$ cat config.mk
export PLATFORM = sky130hd
export DESIGN_NAME = fu_wb_buffer
export DESIGN_NICKNAME = d
export VERILOG_FILES = /design/src/rtl/fu_wb_buffer.sv
export SDC_FILE = /design/constraint.sdc
export NUM_CORES = 1
export LEC_CHECK = 0
export ABC_AREA = 1
export CAP_MARGIN = 5
export CELL_PAD_IN_SITES_DETAIL_PLACEMENT = 1
export CELL_PAD_IN_SITES_GLOBAL_PLACEMENT = 1
export CORE_MARGIN = 2
export CORE_UTILIZATION = 30
export DETAILED_ROUTE_END_ITERATION = 8
export GPL_TIMING_DRIVEN = 0
export PLACE_DENSITY_LB_ADDON = 0.1
export SKIP_LAST_GASP = 1
export SLEW_MARGIN = 20
export SYNTH_ARGS = -nofsm -noshare
export SYNTH_HDL_FRONTEND = slang
export SYNTH_SLANG_ARGS = --single-unit
$ cat constraint.sdc
create_clock -name clk -period 11.68 [get_ports clk]
set_input_delay 1.752 -clock clk [delete_from_list [all_inputs] [get_ports clk]]
set_output_delay 1.752 -clock clk [all_outputs]
set_load 0.02 [all_outputs]
$ cat src/rtl/fu_wb_buffer.sv
// Writeback buffer between one execute unit and the CDB arbiter: a small FIFO
// whose head requests the CDB. Optional zero-latency bypass under WB_BYPASS_EN.
`timescale 1ns/1ps

module fu_wb_buffer #(
  parameter  int DEPTH = 2,
  parameter  int PKT_W = 64,
  localparam int CNT_W = $clog2(DEPTH + 1)
) (
  input  logic             clk,
  input  logic             rst,
  input  logic             flush,
  input  logic             in_valid,
  output logic             in_ready,
  input  logic [PKT_W-1:0] in_result,
  output logic             cdb_req,
  output logic [PKT_W-1:0] cdb_result,
  input  logic             cdb_gnt,
  output logic [CNT_W-1:0] occupancy
);

  localparam int PTR_W = (DEPTH > 1) ? $clog2(DEPTH) : 1;

  logic [PKT_W-1:0] r_mem [DEPTH];
  logic [PTR_W-1:0] r_wr_ptr;
  logic [PTR_W-1:0] r_rd_ptr;
  logic [CNT_W-1:0] r_count;

  logic             w_empty;
  logic             w_full;
  logic             w_fifo_req;
  logic             w_push;
  logic             w_pop;
  logic [PKT_W-1:0] w_head;

  function automatic logic [PTR_W-1:0] ptr_inc(input logic [PTR_W-1:0] p);
    return (p == PTR_W'(DEPTH - 1)) ? '0 : p + PTR_W'(1);
  endfunction

  // The counter alone decides full/empty, so pointers may wrap freely.
  assign w_empty    = (r_count == '0);
  assign w_full     = (r_count == CNT_W'(DEPTH));
  assign w_head     = r_mem[r_rd_ptr];
  assign w_fifo_req = ~w_empty & ~flush & ~rst;
  assign w_pop      = w_fifo_req & cdb_gnt;

  assign in_ready   = ~w_full & ~rst;
  assign occupancy  = r_count;

`ifdef WB_BYPASS_EN
  logic w_bypass;

  // An empty buffer offers the incoming packet directly; if granted it never lands.
  assign w_bypass   = w_empty & in_valid & ~flush & ~rst;
  assign cdb_req    = w_fifo_req | w_bypass;
  assign cdb_result = w_fifo_req ? w_head : (w_bypass ? in_result : '0);
  assign w_push     = in_valid & in_ready & ~flush & ~(w_bypass & cdb_gnt);
`else
  assign cdb_req    = w_fifo_req;
  assign cdb_result = w_fifo_req ? w_head : '0;
  assign w_push     = in_valid & in_ready & ~flush;
`endif

  always_ff @(posedge clk) begin
    if (w_push) begin
      r_mem[r_wr_ptr] <= in_result;
    end
  end

  always_ff @(posedge clk) begin
    if (rst || flush) begin
      r_wr_ptr <= '0;
      r_rd_ptr <= '0;
      r_count  <= '0;
    end else begin
      if (w_push) begin
        r_wr_ptr <= ptr_inc(r_wr_ptr);
      end
      if (w_pop) begin
        r_rd_ptr <= ptr_inc(r_rd_ptr);
      end
      case ({w_push, w_pop})
        2'b10:   r_count <= r_count + CNT_W'(1);
        2'b01:   r_count <= r_count - CNT_W'(1);
        default: r_count <= r_count;
      endcase
    end
  end

`ifndef SYNTHESIS
  a_no_push_full: assert property (@(posedge clk) disable iff (rst)
    !(w_push && w_full));

  a_occ_bound: assert property (@(posedge clk) disable iff (rst)
    r_count <= CNT_W'(DEPTH));

  // A flush on the following cycle legitimately drops the request.
  a_head_stable: assert property (@(posedge clk) disable iff (rst)
    (cdb_req && !cdb_gnt && !flush) |=> (!cdb_req || $stable(cdb_result)));
`endif

endmodule
==> results of run 1 <==
[how the worst max path moves through the flow]
stage	start	endpoint	slack, ns
final	rst	cdb_result[29]	6.28
after global routing	rst	cdb_result[29]	6.16
after CTS	rst	cdb_result[29]	6.23
after detailed placement	rst	cdb_result[29]	6.25
after global placement	rst	r_mem[0][35]	3.76
after floorplan	rst	r_mem[0][0]	6.44
[cells by family after synthesis]
logic type | after synthesis | synth area share (%)
simple gates | 148 | 11.0
flops | 133 | 75.4
compound gates | 69 | 10.1
buf+inv | 30 | 3.21
fa+ha+maj | 1 | 0.239
[synthesized netlist by cell type]
master / number
sky130_fd_sc_hd__a21oi_1: 19
sky130_fd_sc_hd__a21oi_2: 49
sky130_fd_sc_hd__buf_2: 8
sky130_fd_sc_hd__buf_6: 6
sky130_fd_sc_hd__clkbuf_1: 6
sky130_fd_sc_hd__dfxtp_1: 5
sky130_fd_sc_hd__edfxtp_1: 128
sky130_fd_sc_hd__ha_1: 1
sky130_fd_sc_hd__inv_1: 8
sky130_fd_sc_hd__inv_2: 2
sky130_fd_sc_hd__nand2_1: 135
sky130_fd_sc_hd__nand2_2: 1
sky130_fd_sc_hd__nand3_1: 3
sky130_fd_sc_hd__nand4_1: 2
sky130_fd_sc_hd__nor2_1: 5
sky130_fd_sc_hd__nor2_4: 1
sky130_fd_sc_hd__o21ai_0: 1
sky130_fd_sc_hd__or2_2: 1
[metal layers]
layer / vias up / wire (µm) / GRT usage, %
li1: 1666 / - / -
met1: 1651 / 5440 / 17.5
met2: 101 / 6310 / 24.0
met3: 16 / 882 / 5.44
met4: 0 / 210 / 6.13
met5: - / 0 / 0
[cell usage in the layout (no fill, tap or decap), types with 2 or more instances in the layout]
cell type | Yosys | routed
sky130_fd_sc_hd__clkdlybuf4s50_1 | 0 | 136
sky130_fd_sc_hd__nand2_1 | 135 | 135
sky130_fd_sc_hd__edfxtp_1 | 128 | 128
sky130_fd_sc_hd__a21oi_2 | 49 | 49
sky130_fd_sc_hd__a21oi_1 | 19 | 19
sky130_fd_sc_hd__clkbuf_16 | 0 | 17
sky130_fd_sc_hd__clkbuf_1 | 6 | 9
sky130_fd_sc_hd__buf_2 | 8 | 8
sky130_fd_sc_hd__inv_1 | 8 | 7
sky130_fd_sc_hd__buf_6 | 6 | 6
sky130_fd_sc_hd__dfxtp_1 | 5 | 5
sky130_fd_sc_hd__nor2_1 | 5 | 4
sky130_fd_sc_hd__bufinv_16 | 0 | 4
sky130_fd_sc_hd__clkinv_1 | 0 | 4
sky130_fd_sc_hd__nand3_1 | 3 | 3
sky130_fd_sc_hd__buf_16 | 0 | 3
sky130_fd_sc_hd__inv_2 | 2 | 2
sky130_fd_sc_hd__nor2_4 | 1 | 2
sky130_fd_sc_hd__nand4_1 | 2 | 2
sky130_fd_sc_hd__clkinv_2 | 0 | 2
sky130_fd_sc_hd__clkinvlp_4 | 0 | 2
[sequential cells by signal, indices dropped and copies added, names as in the netlist, named ones only]
register / cells
r_mem: 128
occupancy: 2
r_rd_ptr: 1
r_wr_ptr: 1
[through the flow]
stage	cells	cell area (µm²)	total power, µW	hold WS [ns]
finish	778	7580	1120	0.532
global route	778	7580	1160	0.589
CTS	778	7580	1140	0.537
detailed placement	746	6990	591	0.530
global placement	742	6870	588	0.523
floorplan	381	5230	556	0.500
[area by class of cell]
cell class,count,area (µm²)
inverter,10,40.0
multi-input combinational,218,1130
fill,1778,9590
buffer,20,130
sequential,133,3940
tap,225,282
clock buffer,20,437
timing repair buffer,140,1460
clock inverter,12,160
[power by group]
part | switching, µW | internal (µW) | total [µW]
Combinational | 19.4 | 27.8 | 47.2
Clock | 190 | 353 | 543
Sequential | 1.94 | 532 | 534
Total | 211 | 912 | 1120
[worst max-delay path: cells and delay by family]
family,cells,cell delay (ns)
and+or+nand+nor,2,0.34
buffers and inverters,4,1.44
AOI/OAI and AO/OA,1,0.10
==> results.cfg, run 1 <==
[clock_network]
clk_root_buffer_cell = sky130_fd_sc_hd__clkbuf_16
cts_made_buffers = 17
clock_sink_count = 133
hold_fix_buffers_at_cts = 0
postCtsSetupBuffers = 0
cts.reportedPaths.clkPinSlew_ns = 0.05
tritoncts = yes
cts_resized = 0
htreeDepth = 4
clock_tree.buffer_depth = 2
insertion_delay_ns = 0.41

[sta]
fmaxAchievable_mhz = 185
layout_min_cycle_time_ns = 5.40
rsz0062_at_grt = no
report.final.hold_viol_count = 0
slew_headroom_pct = 62.3
final.period_utilization_pct = 46.2
fin_ws_ns = 6.28
setup_violations = 0
finalSetupTns_ns = 0
timing_max_transition_violations_final = 0
fin_worst_skew_ns = 0.00542
worst-slew-pin-transition_ns = 0.564

[status]
status = completed

[hold_path]
whs_path_cells = 2
hold_path.startpoint = occupancy[0]
timing.hold.worst.class = flip-flop to flip-flop
hold-path-endpoint = occupancy[0]

[detailed_routing]
via_count = 3434
routed_wl_mm = 12.8
vias_per_cell = 4.41
detail_route.drc_violations = 0
detail_route.wl_per_cell_um = 16.5
detailedRoute.firstIterationViolations = 111
number_of_iterations_in_the_first_detailed_routing_pass = 4
antenna_left = 0

[setup_path]
worst_ep_arrival_time_ns = 3.64
critPathKind = primary input to output port
critPathMaxFanout = 10
regToRegEndpoint = r_mem[0][35]
crit_path_top_delay_cell = sky130_fd_sc_hd__clkdlybuf4s50_1
critPathMaxStageDelay_ns = 0.65
timing.critical_path.required_ns = 9.93
path_cells = clkdlybuf4s50_1 > nor2_4 > nand2_2 > buf_6 > buf_6 > a21oi_2 > clkdlybuf4s50_1
worstRegToRegCells = 6
timing.reg2reg.setup_slack_ns = 9.76
endpoint_kind = output port
worst_reg2reg_startpoint = occupancy[0]
type_of_element_launching_the_critical_path = primary input

[synthesis]
synth_top_area_share_pct = 73.5
yosys-top-cells-area = sky130_fd_sc_hd__edfxtp_1, sky130_fd_sc_hd__nand2_1, sky130_fd_sc_hd__a21oi_2
synth_seq_cells = 133
post_synth.cell_area_avg_um2 = 13.7
synthCells = 381
yosysWarnings = 0
synth.distinct_cells = 18
syn_nets = 451
cell_type_with_the_largest_total_area_after_synthesis = sky130_fd_sc_hd__edfxtp_1
yosysSeqAreaShare_pct = 75.4
syn-cell-area_um2 = 5230

[global_routing]
via_count_of_the_first_global_routing_pass = 3820
maximum_number_of_pins_on_one_net_before_global_route_repair = 36
gr-usage-all-layers_pct = 14.7
globalRouteOverflowTotal = 0
global_route_wire_length_before_repair_mm = 20.2
grt_antenna_before_repair = 0

[pwr]
ir_worst_vdd_mv = 0.0930
static-leakage-power_uw = 0.00256
cellPowerDensity_nw_per_um2 = 148

[layout]
nNetsFinal = 610
area.growth.synth_to_final_pct = 45.0
layout-drive-gt1-share_pct = 17.9
finalCoreUtilization_pct = 44.1
antenna-diode-count = 0

[flow_run]
timing.max_cap.violations = 0

[floorplanning]
floorplan.die.width_um = 136
num_io_pins = 137
fp-row-count = 48
die_area_um2 = 18500
placeableCoreArea_um2 = 17200
die_height_um = 136
effective_utilization_at_floorplan_pct = 30.4

[place]
port-buffer-count = 136
finalWeightedCongestion = 0.667
pre_cts_slack_ns = 6.25
total_half_perimeter_wirelength_after_legalization_and_detailed_placement_mm = 8.68
(Power assumes the default switching activity.)
==> run 2, diff against run 1 <==
==> constraint.sdc (replaced) <==
create_clock -name clk -period 5.3 [get_ports clk]
set_input_delay 0.795 -clock clk [delete_from_list [all_inputs] [get_ports clk]]
set_output_delay 0.795 -clock clk [all_outputs]
set_load 0.02 [all_outputs]
==> results of run 2 <==
The final DEF is identical to that of run 1. Status: completed.
Among the figures that moved: setup slack after placement 6.25 ns -> 1.78 ns; setup slack after layout 6.28 ns -> 1.82 ns; register-to-register setup slack 9.76 ns -> 3.38 ns; total power 1120 µW -> 2480 µW; worst IR drop on VDD 0.0930 mV -> 0.205 mV
==> run 3, diff against run 2 <==
==> constraint.sdc (replaced) <==
create_clock -name clk -period 3.4 [get_ports clk]
set_input_delay 0.51 -clock clk [delete_from_list [all_inputs] [get_ports clk]]
set_output_delay 0.51 -clock clk [all_outputs]
set_load 0.02 [all_outputs]
==> run 3 against run 2 <==
Net effect:
- clock skew increased by 0.00059 ns
- global-route usage decreased by 0.14 points
- hold slack improved by 0.0090 ns
- design area decreased by 1.1%
- combinational power increased by 54%
- routed wire length decreased by 0.69%
- highest routed layer unchanged
- largest cell class unchanged
==> results.cfg, run 3 (synthesis gave the netlist of run 1 again) <==
[status]
status = completed

[setup_path]
timing.critical_path.required_ns = 2.89
regToRegEndpoint = r_mem[0][38]
type_of_element_launching_the_critical_path = primary input
worstRegToRegCells = 6
worst_ep_arrival_time_ns = 2.42
critPathKind = primary input to output port
endpoint_kind = output port
critPathMaxFanout = 10
worst_reg2reg_startpoint = occupancy[0]
timing.reg2reg.setup_slack_ns = 1.70
cp_capture_point = cdb_result[16]
setup.worst_path.start = rst

[clock_network]
insertion_delay_ns = 0.41
postCtsSetupBuffers = 0
hold_fix_buffers_at_cts = 0
clk_root_buffer_cell = sky130_fd_sc_hd__clkbuf_16
htreeDepth = 4
cts.reportedPaths.clkPinSlew_ns = 0.06
cts_made_buffers = 17
clock_tree.buffer_depth = 2
cts_resized = 0
tritoncts = yes
clock_sink_count = 133

[sta]
fmaxAchievable_mhz = 342
report.final.hold_viol_count = 0
slew_headroom_pct = 65.0
fin_ws_ns = 0.474
rsz0062_at_grt = no
layout_min_cycle_time_ns = 2.93
timing_max_transition_violations_final = 0
setup_violations = 0
final.period_utilization_pct = 86.0
worst-slew-pin-transition_ns = 0.525
fin_worst_skew_ns = 0.00602
finalSetupTns_ns = 0

[layout]
multi_input_area_um2 = 1130
n_fill_cell = 1817
largest_register = r_mem
most_frequent_cells_in_the_layout = sky130_fd_sc_hd__clkdlybuf4s50_1, sky130_fd_sc_hd__nand2_1, sky130_fd_sc_hd__edfxtp_1
nNetsFinal = 610
layout-drive-gt1-share_pct = 17.7
most_frequent_standard_cell_in_the_layout_excluding_fill_and_tap_cells = sky130_fd_sc_hd__clkdlybuf4s50_1
flip_flop_count_of_the_largest_register_after_layout = 128
finalCoreUtilization_pct = 43.7
area.growth.synth_to_final_pct = 43.4
sequential_cell_area_um2 = 3940
antenna-diode-count = 0

[global_routing]
grt_use_met2_pct = 22.9
grt_most_used_layer = met2
globalRouteOverflowTotal = 0
grt_antenna_before_repair = 0
via_count_of_the_first_global_routing_pass = 3685
grt.met1_usage_pct = 17.8
global_route_wire_length_before_repair_mm = 19.9
groute.layer.met3.usage_pct = 5.48
maximum_number_of_pins_on_one_net_before_global_route_repair = 42
gr-usage-all-layers_pct = 14.6

[detailed_routing]
routed_wl_mm = 12.8
number_of_iterations_in_the_first_detailed_routing_pass = 4
antenna_left = 0
detailedRoute.firstIterationViolations = 113
detail_route.wl_per_cell_um = 16.4
detail_route.drc_violations = 0
via_count = 3481
vias_per_cell = 4.47

[hold_path]
timing.hold.worst.class = flip-flop to flip-flop

[floorplanning]
fp-row-count = 48
die_area_um2 = 18500
floorplan.die.width_um = 136
effective_utilization_at_floorplan_pct = 30.4
placeableCoreArea_um2 = 17200
die_height_um = 136
num_io_pins = 137

[place]
port-buffer-count = 136
total_half_perimeter_wirelength_after_legalization_and_detailed_placement_mm = 8.57
finalWeightedCongestion = 0.705
pre_cts_slack_ns = 0.457

[pwr]
cellPowerDensity_nw_per_um2 = 482
ir_worst_vdd_mv = 0.333
static-leakage-power_uw = 0.00253

[flow_run]
timing.max_cap.violations = 0
[run 3: cell types whose count changed in the layout (fill, tap and decap cells not counted)]
| cell | change |
|---|---|
| sky130_fd_sc_hd__clkinvlp_4 | +1 |
| sky130_fd_sc_hd__clkbuf_1 | -2 |
| sky130_fd_sc_hd__buf_16 | -1 |
| sky130_fd_sc_hd__bufinv_16 | -3 |
| sky130_fd_sc_hd__clkinv_1 | +3 |
| sky130_fd_sc_hd__clkinv_2 | +1 |
| sky130_fd_sc_hd__buf_12 | +1 |
[run 3: worst min path at each step]
stage,startpoint,endpoint,slack (ns),cells past startpoint
2_1_floorplan,r_rd_ptr,flip-flop,0.51,4
3_3_place_gp,occupancy[0],occupancy[0],0.52,2
3_5_place_dp,occupancy[0],occupancy[0],0.54,2
4_1_cts,occupancy[0],occupancy[0],0.55,2
5_1_grt,occupancy[0],occupancy[0],0.58,2
6_report,occupancy[0],occupancy[0],0.54,2
[run 3: through the flow]
step	hold WS (ns)	total power (µW)	cells	area, µm²
after floorplan	0.510	1910	381	5230
after global placement	0.519	2020	742	6880
after detailed placement	0.535	2030	746	6980
after CTS	0.545	3670	778	7500
after global routing	0.576	3740	778	7500
final	0.541	3620	778	7500
[run 3: layout make-up]
cell class | count | share of cell area (%)
Clock buffer | 18 | 5.72
Clock inverter | 14 | 1.25
Multi-Input combinational cell | 218 | 15.0
Tap cell | 225 | 3.75
Buffer | 20 | 1.73
Inverter | 10 | 0.534
Timing Repair Buffer | 140 | 19.4
Sequential cell | 133 | 52.6
[run 3: power by group]
part / internal, µW / switching (µW)
Sequential: 1830 / 6.47
Clock: 979 / 643
Combinational: 94.2 / 66.3
[run 3: routing by layer]
layer  vias to the layer above  part of all wire (%)
met5                         -                     0
met1                      1697                    42
met2                       104                    49
met4                         0                   1.8
li1                       1661                     -
met3                        19                   7.4
[run 3: worst max-delay path, cell delays in order]
cell and delay, ns:
sky130_fd_sc_hd__clkdlybuf4s50_1 0.47, sky130_fd_sc_hd__nor2_4 0.25, sky130_fd_sc_hd__nand2_2 0.09, sky130_fd_sc_hd__buf_6 0.16, sky130_fd_sc_hd__buf_6 0.16, sky130_fd_sc_hd__a21oi_2 0.14, sky130_fd_sc_hd__clkdlybuf4s50_1 0.63
